--- src/rtl/cmd_deframer.sv ---
// Byte-stream deframer: hunts for a 32-bit marker, then assembles the following 32-bit command word.
// Build option CMD_CRC_EN appends an XOR check byte (XOR of the 8 frame bytes) that must match before delivery.
module cmd_deframer #(
  parameter logic [15:0] TIMEOUT = 16'd50000,
  parameter logic [31:0] MAGIC   = 32'hF0AA550F
) (
  input  logic        clk,
  input  logic        rst,
  input  logic [7:0]  i_byte,
  input  logic        i_byte_vld,
  output logic        o_byte_rdy,
  output logic [31:0] o_cmd_magic,
  output logic [31:0] o_cmd_command,
  output logic        o_cmd_vld,
  input  logic        i_cmd_rdy,
  output logic        o_sync_err,
  output logic [7:0]  o_err_cnt
);

  // state | meaning
  // HUNT  | searching for marker; idx = marker bytes matched so far
  // CMD   | collecting command bytes; idx = bytes received so far
  // CHK   | waiting for the XOR check byte (CMD_CRC_EN builds only)
  // OUT   | command word presented, waiting for the consumer
`ifdef CMD_CRC_EN
  typedef enum logic [1:0] {HUNT = 2'd0, CMD = 2'd1, CHK = 2'd2, OUT = 2'd3} state_t;
`else
  typedef enum logic [1:0] {HUNT = 2'd0, CMD = 2'd1, OUT = 2'd3} state_t;
`endif

  state_t      state, state_nxt;
  logic [1:0]  idx, idx_nxt;
  logic [15:0] idle_cnt, idle_nxt;
  logic        accept, active, err_set, cmd_shift, enter_out;
  logic [7:0]  magic_byte;

  assign o_byte_rdy = !rst && (state != OUT);
  assign accept     = i_byte_vld && o_byte_rdy;

  always_comb begin
    magic_byte = MAGIC[31:24];
    case (idx)
      2'd1:    magic_byte = MAGIC[23:16];
      2'd2:    magic_byte = MAGIC[15:8];
      2'd3:    magic_byte = MAGIC[7:0];
      default: magic_byte = MAGIC[31:24];
    endcase
  end

`ifdef CMD_CRC_EN
  localparam logic [7:0] MAGIC_XOR = MAGIC[31:24] ^ MAGIC[23:16] ^ MAGIC[15:8] ^ MAGIC[7:0];
  logic [7:0] cmd_xor;

  always_ff @(posedge clk or posedge rst) begin
    if (rst)
      cmd_xor <= '0;
    else if (cmd_shift)
      cmd_xor <= (idx == 2'd0) ? i_byte : (cmd_xor ^ i_byte);
  end
`endif

  always_comb begin
    state_nxt = state;
    idx_nxt   = idx;
    idle_nxt  = '0;
    err_set   = 1'b0;
    cmd_shift = 1'b0;
    enter_out = 1'b0;
    active    = 1'b0;
    case (state)
      HUNT: begin
        active = (idx != 2'd0);
        if (accept) begin
          if (i_byte == magic_byte) begin
            idx_nxt = idx + 2'd1;
            if (idx == 2'd3) state_nxt = CMD;
          end else begin
            // a fresh leading marker byte restarts the match at 1
            idx_nxt = (i_byte == MAGIC[31:24]) ? 2'd1 : 2'd0;
          end
        end
      end
      CMD: begin
        active = 1'b1;
        if (accept) begin
          cmd_shift = 1'b1;
          idx_nxt   = idx + 2'd1;
          if (idx == 2'd3) begin
`ifdef CMD_CRC_EN
            state_nxt = CHK;
`else
            state_nxt = OUT;
            enter_out = 1'b1;
`endif
          end
        end
      end
`ifdef CMD_CRC_EN
      CHK: begin
        active = 1'b1;
        if (accept) begin
          if (i_byte == (MAGIC_XOR ^ cmd_xor)) begin
            state_nxt = OUT;
            enter_out = 1'b1;
          end else begin
            state_nxt = HUNT;
            err_set   = 1'b1;
          end
        end
      end
`endif
      OUT: if (i_cmd_rdy) state_nxt = HUNT;
      default: state_nxt = HUNT;
    endcase
    // an accepted byte always beats the timeout
    if (!accept && active) begin
      if (idle_cnt >= TIMEOUT) begin
        state_nxt = HUNT;
        idx_nxt   = 2'd0;
        err_set   = 1'b1;
      end else begin
        idle_nxt = idle_cnt + 16'd1;
      end
    end
  end

  always_ff @(posedge clk or posedge rst) begin
    if (rst) begin
      state    <= HUNT;
      idx      <= 2'd0;
      idle_cnt <= '0;
    end else begin
      state    <= state_nxt;
      idx      <= idx_nxt;
      idle_cnt <= idle_nxt;
    end
  end

  always_ff @(posedge clk or posedge rst) begin
    if (rst) begin
      o_cmd_magic   <= '0;
      o_cmd_command <= '0;
      o_cmd_vld     <= 1'b0;
      o_sync_err    <= 1'b0;
      o_err_cnt     <= '0;
    end else begin
      o_sync_err <= err_set;
      if (err_set && (o_err_cnt != 8'hFF))
        o_err_cnt <= o_err_cnt + 8'd1;
      if (cmd_shift)
        o_cmd_command <= {o_cmd_command[23:0], i_byte};
      if (enter_out) begin
        o_cmd_magic <= MAGIC;
        o_cmd_vld   <= 1'b1;
      end else if ((state == OUT) && i_cmd_rdy) begin
        o_cmd_vld <= 1'b0;
      end
    end
  end

endmodule

--- config.mk ---
export PLATFORM = sky130hd
export DESIGN_NAME = cmd_deframer
export DESIGN_NICKNAME = d
export VERILOG_FILES = /design/src/rtl/cmd_deframer.sv
export SDC_FILE = /design/constraint.sdc
export NUM_CORES = 1
export LEC_CHECK = 0
export ABC_AREA = 1
export CAP_MARGIN = 30
export CORE_MARGIN = 2
export CORE_UTILIZATION = 46
export CTS_CLUSTER_DIAMETER = 80
export DETAILED_ROUTE_END_ITERATION = 10
export DONT_BUFFER_PORTS = 1
export GPL_TIMING_DRIVEN = 0
export SYNTH_ARGS = -nofsm -noshare
export SYNTH_HDL_FRONTEND = slang
export SYNTH_SLANG_ARGS = --single-unit
--- constraint.sdc ---
create_clock -name clk -period 4.15 [get_ports clk]
set_input_delay 0.6225 -clock clk [delete_from_list [all_inputs] [get_ports clk]]
set_output_delay 0.6225 -clock clk [all_outputs]
set_load 0.05 [all_outputs]
==> run summary, run 1 <==
Summing over every cut layer, the via total after detailed routing is 2419. After synthesis, the cell types taking the most area are dfrtp_1 (47%), nand2_1 (15%), buf_4 (7.0%), inv_1 (4.5%), ha_1 (3.0%). The kind of end point of the critical path is an output port. The critical path is of the flip-flop to output port type. The die area was 7930 um2; the switching share of power was 48.3%. At the pin with the least slew margin, the transition time is 0.830 ns. Once the floorplan was initialized, standard cells occupied 46.6% of the core.

The clock passes through at most 2 buffers. The run finished with clean final reports. The count of flip-flops with a built-in enable after synthesis works out to 0. In this run, the clock network consumes 25.6% of the power. After routing, the total negative slack on setup checks comes to 0 ns. From bottom edge to top edge, the die measures 89.0 um.

Yosys instantiated no cell more often than nand2_1. Using the TritonRoute via totals, the vias-per-cell ratio works out to 4.59. The tools report the total standard cell area after synthesis as 3330 um2. The via count of the first global-routing pass is 2164.

The routed wirelength normalized by instance count is 12.2 um, and the detailed-route DRC error count is 0. The total power of the final layout was 0.00265 W; the layout-stage area growth over the synthesis result was 13.5%. The global routing usage summed across all routing layers came out at 16.7%. The stage delay of the slowest cell on the critical path is 0.89 ns. The slowest stage of the critical path is the dfrtp_1 cell.

The worst path uses 52.5% of the clock period. Once detailed placement completed, the half-perimeter wirelength came to 4.71 mm. The number of detailed-route iterations in the first pass was 4. The total internal power came out at 0.00137 W. Share of final-layout standard cells stronger than drive strength 1: 19.4%.

The tools report the launching element type of the critical path as a flip-flop. For this run, the register share of the synthesized area comes to 47.4%. The prevailing post-synth register cell was dfrtp_1.

The sequential group share of total power was 55.1%. The logs give 0 for the number of cells upsized or downsized after cts and 63 for the number of clock sinks. The path class of the tightest hold or removal check is input pin to asynchronous set/reset pin. The tools report the number of placement rows as 31.

The maximum clock frequency was 0.459 GHz; the number of DRC violations after detailed-routing iteration 0 was 104. The worst-case register-to-register setup slack was 2.21 ns; the last weighted congestion value of the routability-driven placer was 0.781. Number of cells on the worst reg-to-reg path: 8. In this run the critical register-to-register path is launched from state[1]. The number of setup buffers added after CTS is 0. Number of buffers added on ports: 0. For the max-slew violation total from the final report, the log shows 0. The initial antenna violation count was 0. Setup repair after global routing left no endpoint under its margin. The clock transition at the registers of the reported paths was 0.08 ns; the pin count of the biggest net entering global routing was 43. The tools report the synthesized netlist cell count as 396.

In the synthesized netlist, the cells that appear most often are nand2_1 (136), dfrtp_1 (63), inv_1 (40). The cell sitting at the root of the clock tree is a clkbuf_8. The run gives 3 as the number of H-tree levels.

The largest fanout on the critical path works out to 17. Pin placement for this block handled 87 I/O pins. The die outline width works out to 89.0 um.

The tools report the number of distinct library cells after synthesis as 35. The count of antenna diodes in the layout came out at 0. The remaining max-slew budget at the tightest pin came out at 44.7%.

On the critical path the largest part of the delay comes from flip-flops. In this run the standard cell core region covers 7140 um2. First-pass GRT wire length: 10.1 mm. Traced cell by cell, the critical path runs through buf_4. The post-synthesis cell type with the largest combined area was dfrtp_1. IR analysis of the VDD net gives a maximum drop of 0.000229 V. Clock skew on the completed layout was measured at 0.0104 ns. Minimum clock period: 2.18 ns.

Of all flip-flops after synthesis, the portion carrying an async set or reset was 100%. The share of synthesized area in the top cell type comes to 47.4%. After global routing the overflow that remains totals 0. The worst reg2reg path endpoint was o_cmd_command[0]. The net count of the finished layout was 443; the post-synthesis register bit count was 63. The power per cell area was 703 nW/um2; the number of hold violations in the final report was 0. Across the run, the number of max-cap violations was 0.

The Yosys step of the flow raised 0 warnings. Data arrives at the worst endpoint at 1.56 ns. Source-to-sink clock delay at the later pin of the worst-skew pair: 0.35 ns. The combinational cell fraction of total power is 19.3%. The count of buffer and inverter cells on the critical path was 1. The mean area per synthesized cell was 8.40 um2. TritonCTS built the clock tree. The number of clock buffers inserted by TritonCTS came out at 9. The final layout contains routed wiring with a total length of 6.44 mm. Number of nets with antenna violations after routing: 0. For the switching power total, the log shows 0.00128 W.

Hold repair after CTS inserted 0 buffers. Data on the critical path is required at its endpoint by 3.53 ns. Setup violations remaining at the end of the flow were counted as 0.

In this run the static leakage power is 1.99 nW.
-- worst max path at each step --
stage | from | endpoint | slack [ns] | cells past startpoint
2_1_floorplan | rst | idle_cnt[0] | 1.96 | 1
3_3_place_gp | rst | o_cmd_command[25] | 1.23 | 1
3_5_place_dp | state[1] | o_cmd_vld | 2.18 | 8
4_1_cts | o_cmd_magic[0] | o_cmd_magic[21] | 1.94 | 1
5_1_grt | o_cmd_magic[0] | o_cmd_magic[21] | 1.87 | 1
6_report | o_cmd_magic[0] | o_cmd_magic[12] | 1.97 | 1
-- cell families after synthesis --
| family | count (synthesis) | share of synthesized area [%] |
|---|---|---|
| simple gates | 195 | 25.3 |
| buf+inv | 83 | 13.5 |
| xor+xnor | 13 | 3.42 |
| fa+ha+maj | 8 | 3.01 |
| compound gates | 33 | 7.22 |
| flops | 63 | 47.4 |
| other cells | 1 | 0.113 |
-- cells in the final DEF (no fill, tap or decap), types with 4 or more instances in the layout --
cell type and count:
a21oi_1 5, buf_2 6, buf_4 31, clkbuf_8 9
conb_1 16, dfrtp_1 63, ha_1 8, inv_1 39
inv_2 5, inv_6 4, nand2_1 136, nand3_1 13
nand4_1 5, nor2_1 23, nor3_1 4, o21ai_0 13
o21ai_2 7, xnor2_1 7, xor2_1 6
-- layout make-up --
cell class,count,area (um2)
Sequential cell,63,1580
Inverter,44,165
Timing Repair Buffer,1,20.0
Clock buffer,9,124
Fill cell,694,3360
Tap cell,99,124
Clock inverter,7,125
Buffer,39,285
Multi-Input combinational cell,265,1360
-- sequential cells by signal, indices dropped and copies added, names as in the netlist --
signal and count:
o_cmd_vld 1, o_sync_err 1, idle_cnt 16, state 2, o_err_cnt 8, o_cmd_magic 1
o_cmd_command 32, idx 2
-- power by group through the flow --
stage          clock [W]  sequential (W)  combinational (W)
2_1_floorplan          0         0.00143           0.000431
3_3_place_gp           0         0.00147           0.000503
3_5_place_dp           0         0.00148           0.000513
4_1_cts         0.000691         0.00147           0.000516
5_1_grt         0.000719         0.00149           0.000595
6_report        0.000679         0.00146           0.000512
-- metrics by stage --
stage	utilization, %	instance area, um2	hold WS (ns)	setup slack [ns]	cells
floorplan	-	3380	0.430	1.96	411
global placement	49.1	3510	0.444	1.23	510
finish	52.9	3780	0.176	1.97	527
global route	52.9	3780	0.213	1.87	527
detailed placement	49.4	3530	0.463	2.18	511
CTS	52.9	3780	0.185	1.94	527
-- routing by layer --
metal / vias up / routed length [um] / global-route usage (%)
li1: 1239 / - / -
met1: 1092 / 2860 / 21.5
met2: 82 / 3010 / 26.3
met3: 6 / 490 / 5.36
met4: 0 / 83 / 6.65
met5: - / 0 / 0
(Power assumes the default switching activity.)
==> run 2: changes to the inputs <==
Clock period 4.15 ns to 2.2 ns, I/O delays scaled along.
==> run 2 against run 1 <==
Against the previous run: sequential share of layout area decreased by 0.11 points; wire length about the same; sequential cell count did not move; non-clock buffer count increased by 1; clock power up 89%; largest cell class unchanged.
==> run summary, run 2 (synthesis gave the netlist of run 1 again) <==
The flow ran to the end, and the final reports show no timing, DRC or antenna violations. Tightest hold margin: 0.0992 ns (-0.0769 ns). The run gives 1580 um2 (unchanged) as the storage element area. TritonCTS built the clock tree. The detailed-route via count was 2412 (-0.29%). The maximum clock frequency was 0.516 GHz; the layout-stage area growth over the synthesis result was 13.8%. The stage delay of the slowest cell on the critical path was 0.44 ns (-0.45 ns). The root buffer cell chosen for the clock tree is clkbuf_8. The tools report the number of placed instances, taps included as 511 (unchanged). The startpoint of the worst-slack reg-to-reg timing path is state[1].

Leaving out fill and tap cells, the most frequent cell in the layout is nand2_1. The tools report the pin count of the biggest net entering global routing as 43 (unchanged). Path type of the worst setup path: flip-flop to flip-flop.

The critical path arrival was 2.20 ns (+0.64 ns). The post-detailed-placement half-perimeter wirelength was 4.71 mm (unchanged). For this design, the slowest cell found on the critical path is dfrtp_1. The number of cells on the worst reg-to-reg path is 8 (unchanged). For the source-to-sink clock delay at the later pin of the worst-skew pair, the log shows 0.35 ns (about the same).

The accumulated negative setup slack is 0 ns (unchanged), and the number of clock sinks is 63 (unchanged). The overall die height was 89.0 um (unchanged); the power per cell area was 1320 nW/um2 (+88%). Walking the worst path, the cells encountered are nand2_1 > inv_2 > nor2_4 > nand2_4 > nor2_2 > inv_2 > buf_2 > o21ai_0. The number of ports placed on the die boundary was 87 (unchanged). The number of buffers inserted to repair setup after CTS was 0 (unchanged). In this run the worst hold path is classified as input pin to flip-flop. The area occupied by multi-input gates came out at 1360 um2 (unchanged).

For the last weighted congestion value of the routability-driven placer, the log shows 0.781 (unchanged). The startpoint of the most critical hold path is i_byte[1]. The tools report the initial standard-cell utilization of the core as 46.6% (unchanged). Total power of the final layout: 0.00500 W (+89%). The worst-margin pin slew is 0.830 ns (unchanged).

The largest fanout on the critical path was 10 (-7). The number of nets with antenna violations after routing was 0 (unchanged). The tools report the worst reg2reg path endpoint as o_cmd_command[0]. The clock transition at the registers of the reported paths came out at 0.08 ns (about the same). The number of H-tree levels was 3 (unchanged). The tools report the number of detailed-route iterations in the first pass as 4 (unchanged). In the layout the commonest cells are nand2_1 (136), dfrtp_1 (63), inv_1 (39). The total congestion overflow after global routing is 0 (unchanged).

The worst-case register-to-register setup slack is 0.26 ns (-1.95 ns). The tools report the detailed-route DRC error count as 0 (unchanged). Number of hold violations in the final report: 0 (unchanged).

The area of the core is 7140 um2 (unchanged), and the share of the clock period used by the worst path is 88.2%. The layout filler cell count was 693 (-0.14%); the minimum clock period was 1.94 ns. The logs give 0.260 ns (-1.71 ns) for the final critical-path setup slack and 0 (unchanged) for the number of violations of the max-capacitance limit. Flip-flop count of the largest register after layout: 32 (unchanged). The die outline width was 89.0 um (unchanged). Register with the highest flop count: o_cmd_command. The launching element type of the critical path is a flip-flop.

The run gives 10.1 mm (+0.13%) as the first-pass GRT wire length. The max-slew violation total from the final report was 0 (unchanged). The number of stages on the worst hold path was 2. The tools report the number of setup violations in the final report as 0 (unchanged). For the leakage power summed over all cells, the log shows 1.99 nW (+0.21%). The largest registers in the layout are o_cmd_command x32, idle_cnt x16, o_err_cnt x8. The run gives 0.230 ns (-1.95 ns) as the worst setup slack before clock tree synthesis. The tools report the remaining max-slew budget at the tightest pin as 44.7% (unchanged). The routed wirelength normalized by instance count is 12.2 um (-0.20%), and the aggregate routed wire length is 6.44 mm (about the same).

The kind of end point of the critical path is a flip-flop. The count of antenna diodes in the layout was 0 (unchanged); the global routing usage summed across all routing layers was 16.7% (+0.019 points). Required arrival time at the worst endpoint: 2.46 ns (-1.07 ns). The number of DRC violations after detailed-routing iteration 0 came out at 114 (+9.6%). The tools report the largest vdd supply drop as 0.000432 V (+89%). The share of final-layout standard cells stronger than drive strength 1 is 19.3% (-0.045 points).

The setup clock skew after layout is 0.0104 ns (+0.0000252 ns), and the via count of the first global-routing pass is 2167 (+0.14%). The number of clock buffers inserted by TritonCTS was 9 (unchanged). The vias per cell came out at 4.57 (-0.48%).

The tools report the net count of the finished layout as 444 (+0.23%). Setup repair after global routing left no endpoint under its margin. The number of placement rows is 31 (unchanged), and the initial antenna violation count is 0 (unchanged).

The non-filler instance count after layout is 528 (+0.19%). The most prevalent standard cell on the critical path was inv_2. The maximum number of buffers from clock root to sink was 2 (unchanged). The die area was 7930 um2 (unchanged); the number of buffers added on ports was 0 (unchanged). Endpoint of the worst hold path: o_cmd_command[1].
run 2: changes by cell type in the layout (fill, tap and decap cells not counted), sizes merged:
cell	previous run	this run
dlygate4sd3	0	1
run 2: worst max-delay path by stage:
stage / cells after the start / to / slack, ns / start
6_report: 8 / o_cmd_command[0] / 0.26 / state[1]
5_1_grt: 8 / o_cmd_command[0] / 0.1 / state[1]
4_1_cts: 8 / o_cmd_magic[0] / 0.20 / state[1]
3_5_place_dp: 8 / o_cmd_vld / 0.23 / state[1]
3_3_place_gp: 1 / o_cmd_command[25] / -0.43 / rst
2_1_floorplan: 1 / idle_cnt[0] / 0.30 / rst
run 2: layout make-up:
cell class                      instances  area share [%]
Timing Repair Buffer                    2           0.793
Tap cell                               99            3.27
Multi-Input combinational cell        265            35.8
Clock buffer                            9            3.27
Clock inverter                          7            3.30
Sequential cell                        63            41.6
Buffer                                 39            7.53
Inverter                               44            4.36
run 2: layer usage:
metal	wire length (um)	GRT usage, %	vias up
met4	83	6.65	0
li1	-	-	1241
met1	2890	21.6	1090
met2	3020	26.3	75
met5	0	0	-
met3	452	5.36	6
run 2: metrics by stage:
| stage | utilization [%] | area, um2 |
|---|---|---|
| after floorplan | - | 3380 |
| after global placement | 49.1 | 3510 |
| after detailed placement | 49.4 | 3530 |
| after CTS | 53.1 | 3790 |
| after global routing | 53.1 | 3790 |
| final | 53.1 | 3790 |
run 2: power breakdown:
part | total (W) | internal, W | switching (W)
clock network | 0.00128 | 0.000769 | 0.000511
registers | 0.00276 | 0.00147 | 0.00129
logic | 0.000965 | 0.000356 | 0.000610
total | 0.00500 | 0.00259 | 0.00241
run 2: worst max-delay path: cells and delay by family, from the launching register on:
family	cells	cell delay (ns)
DFF	1	0.44
buffers and inverters	3	0.39
and+or+nand+nor	4	0.85
AOI/OAI and AO/OA	1	0.17
run 2: timing repair:
item / CTS / global route
hold buffers: 1 / 0
hold endpoints to repair: 21 / 0
gates resized for setup: 0 / 0
==> run 3: changes to the inputs <==
--- a/config.mk
+++ b/config.mk
@@ -8,2 +8,3 @@
 export ABC_AREA = 1
+export ABC_CLOCK_PERIOD_IN_PS = 2200
 export CAP_MARGIN = 30
@@ -12,2 +13,3 @@
 export CTS_CLUSTER_DIAMETER = 80
+export CTS_CLUSTER_SIZE = 14
 export DETAILED_ROUTE_END_ITERATION = 10
--- a/constraint.sdc
+++ b/constraint.sdc
@@ -3,2 +3,2 @@
 set_output_delay 0.33 -clock clk [all_outputs]
-set_load 0.05 [all_outputs]
+set_load 0.1 [all_outputs]
==> run 3 against run 2 <==
Against the previous run: power grew 22%; sequential share of layout area is 0.95 points lower; setup slack worse by 0.19 ns; count of clock-buffer cells in the layout stayed put; cell area increased by 2.9%; via count rose by 0.66%; cell count rose by 1.1%; critical path type unchanged.
==> run summary, run 3 (synthesis gave the netlist of run 1 again) <==
The first-pass GRT wire length came out at 10.1 mm (+0.68%). The library cell used most frequently in the layout, excluding fill and tap cells, is nand2_1. The tools report the post-detailed-placement cell area as 3550 um2 (+0.78%). The layout-stage area growth over the synthesis result was 17.1%; the layout filler cell count was 676 (-2.5%).

The count of antenna diodes in the layout is 0 (unchanged). On the critical path, the stage with the largest delay is an instance of nor2_4. The number of setup violations in the final report is 0 (unchanged).

The path type of the worst setup path is flip-flop to flip-flop. The run gives 450 (+1.4%) as the net count of the finished layout. The number of nets with antenna violations after routing came out at 0 (unchanged). The critical path goes through nand2_1 > inv_2 > nor2_4 > nand2_4 > o211ai_4 > nor2_8 > o21ai_4 > clkbuf_16 > o21ai_2. Overall die height: 89.0 um (unchanged).

The run gives 0 (unchanged) as the total congestion overflow after global routing. In the final layout, the registers with the most flip-flops are o_cmd_command x32, idle_cnt x16, o_err_cnt x8. The tools report the number of placed instances, taps included as 512 (+0.20%). Leaving out fill and tap cells, the most frequent cells in the layout are nand2_1 (135), dfrtp_1 (56), inv_1 (39).

For the worst-case register-to-register setup slack, the log shows 0.07 ns (-0.19 ns). The logs give 9 (unchanged) for the number of clock buffers inserted by TritonCTS and 2153 (-0.65%) for the via count of the first global-routing pass. For the maximum number of buffers from clock root to sink, the log shows 2 (unchanged). The number of buffers added on ports works out to 0 (unchanged). The tools report the number of detailed-route iterations in the first pass as 4 (unchanged).

The run finished with clean final reports. The critical path arrival was 2.35 ns (+0.15 ns). The share of the clock period used by the worst path is 96.8% (+8.6 points).

The die outline width is 89.0 um (unchanged). The remaining max-slew budget at the tightest pin was 33.4% (-11 points); the aggregate routed wire length was 6.47 mm (+0.45%). The required arrival time at the worst endpoint was 2.42 ns (-0.04 ns); the routed wirelength normalized by instance count was 12.1 um (-0.68%). The non-filler instance count after layout came out at 534 (+1.1%). The detailed-route DRC error count is 0 (unchanged), and the die area is 7930 um2 (unchanged). The tools report the number of hold violations in the final report as 0 (unchanged).

The leakage power summed over all cells is 2.03 nW (+2.1%), and the largest fanout on the critical path is 6 (-4). The tools report the last weighted congestion value of the routability-driven placer as 0.781 (unchanged). The run gives 0 (unchanged) as the number of violations of the max-capacitance limit. The initial antenna violation count was 0 (unchanged); the worst-margin pin slew was 0.999 ns (+0.169 ns). Number of ports placed on the die boundary: 87 (unchanged). The clock transition at the registers of the reported paths was 0.08 ns (about the same); the pin count of the biggest net entering global routing was 43 (unchanged). Ranked by flip-flop count, first place goes to o_cmd_command. The minimum clock period works out to 2.13 ns (+0.190 ns).

The stage delay of the slowest cell on the critical path is 0.57 ns (+0.13 ns), and the number of DRC violations after detailed-routing iteration 0 is 136 (+19%). The worst setup path is captured at a flip-flop. The vias per cell is 4.55 (-0.47%). TritonCTS built the clock tree. The maximum clock frequency is 0.470 GHz (-8.9%), and the flip-flop count of the largest register after layout is 32 (unchanged). The run gives 63 (unchanged) as the number of clock sinks. The detailed-route via count was 2428 (+0.66%); the number of cells on the worst reg-to-reg path was 9 (+1). The tools report the launching element type of the critical path as a flip-flop. The count of buffer and inverter cells on the critical path works out to 2 (-1). The tools report the initial standard-cell utilization of the core as 46.6% (unchanged). Worst reg2reg path endpoint: o_err_cnt[7]. The cell family with the largest share of critical-path delay is simple AND/OR/NAND/NOR gates.

The logs give 4.75 mm (+0.84%) for the post-detailed-placement half-perimeter wirelength and 0.34 ns (about the same) for the source-to-sink clock delay at the later pin of the worst-skew pair. The area of the core is 7140 um2 (unchanged). The tools report the global routing usage summed across all routing layers as 16.7% (about the same). The worst hold path belongs to the class input pin to flip-flop. The worst hold path begins at i_byte[7]. The tightest hold margin came out at 0.107 ns (+0.00807 ns). The final instance area was 3900 um2 (+2.9%). For the setup clock skew after layout, the log shows 0.00864 ns (-0.00178 ns).

The power per cell area works out to 1570 nW/um2 (+19%). The number of stages on the worst hold path was 2 (unchanged); the share of final-layout standard cells stronger than drive strength 1 was 22.3% (+3.0 points). The accumulated negative setup slack was 0 ns (unchanged); the number of H-tree levels was 3 (unchanged). The buffer cell driving the clock tree root was clkbuf_8. The tools report the endpoint of the worst hold path as o_cmd_command[7]. Max-slew violation total from the final report: 0 (unchanged).

The startpoint of the worst-slack reg-to-reg timing path is state[1]. Largest vdd supply drop: 0.000539 V (+25%). The number of placement rows was 31 (unchanged).
==> run 3: cell types whose count changed in the layout (fill, tap and decap cells not counted), sizes merged <==
cell	previous run	this run
buf	40	43
clkbuf	9	12
==> run 3: layout make-up <==
cell class,instances,area (um2),share of cell area (%)
repair buffers,8,113,2.89
flip-flops and latches,63,1590,40.7
inverters,44,165,4.24
well taps,99,124,3.18
multi-input cells,265,1360,35.0
clock buffers,9,124,3.18
clock inverters,7,125,3.21
plain buffers,39,297,7.61
==> run 3: per-stage QoR <==
stage               setup slack (ns)  util [%]  power, W
CTS                         0.000416      53.6   0.00615
floorplan                     0.0659         -   0.00459
detailed placement            -0.108      49.8   0.00485
global route                -0.00745      54.6   0.00642
global placement              -0.428      49.1   0.00482
finish                        0.0705      54.6   0.00610
==> run 3: layer usage <==
layer / global-route usage [%] / up-vias / wire [um]
li1: - / 1252 / -
met1: 21.8 / 1105 / 3040
met2: 26.1 / 67 / 2940
met3: 6.00 / 4 / 451
met4: 5.43 / 0 / 46
met5: 0 / - / 0
==> run 3: worst max path at each step <==
stage	endpoint	slack (ns)	depth (start not counted)	start
2_1_floorplan	o_err_cnt[2]	0.07	6	o_err_cnt[1]
3_3_place_gp	o_cmd_command[25]	-0.43	1	rst
3_5_place_dp	o_err_cnt[1]	-0.11	6	o_err_cnt[1]
4_1_cts	o_err_cnt[7]	0.0004	10	state[1]
5_1_grt	o_cmd_command[8]	-0.007	9	state[1]
6_report	o_err_cnt[7]	0.07	9	state[1]
==> run 3: repair_timing <==
item / 4_1_cts / 5_1_grt
hold buffers: 1 / 0
setup buffers: 0 / 4
hold endpoints to repair: 21 / 0
setup endpoints to repair: 10 / 28
resized for setup: 5 / 10
cloned: 0 / 1
pin swaps: 0 / 4
==> run 3: where the power goes <==
group | total, W | internal, W | switching, W
clock network | 0.00127 | 0.000769 | 0.000497
logic | 0.00105 | 0.000370 | 0.000684
registers | 0.00378 | 0.00144 | 0.00234
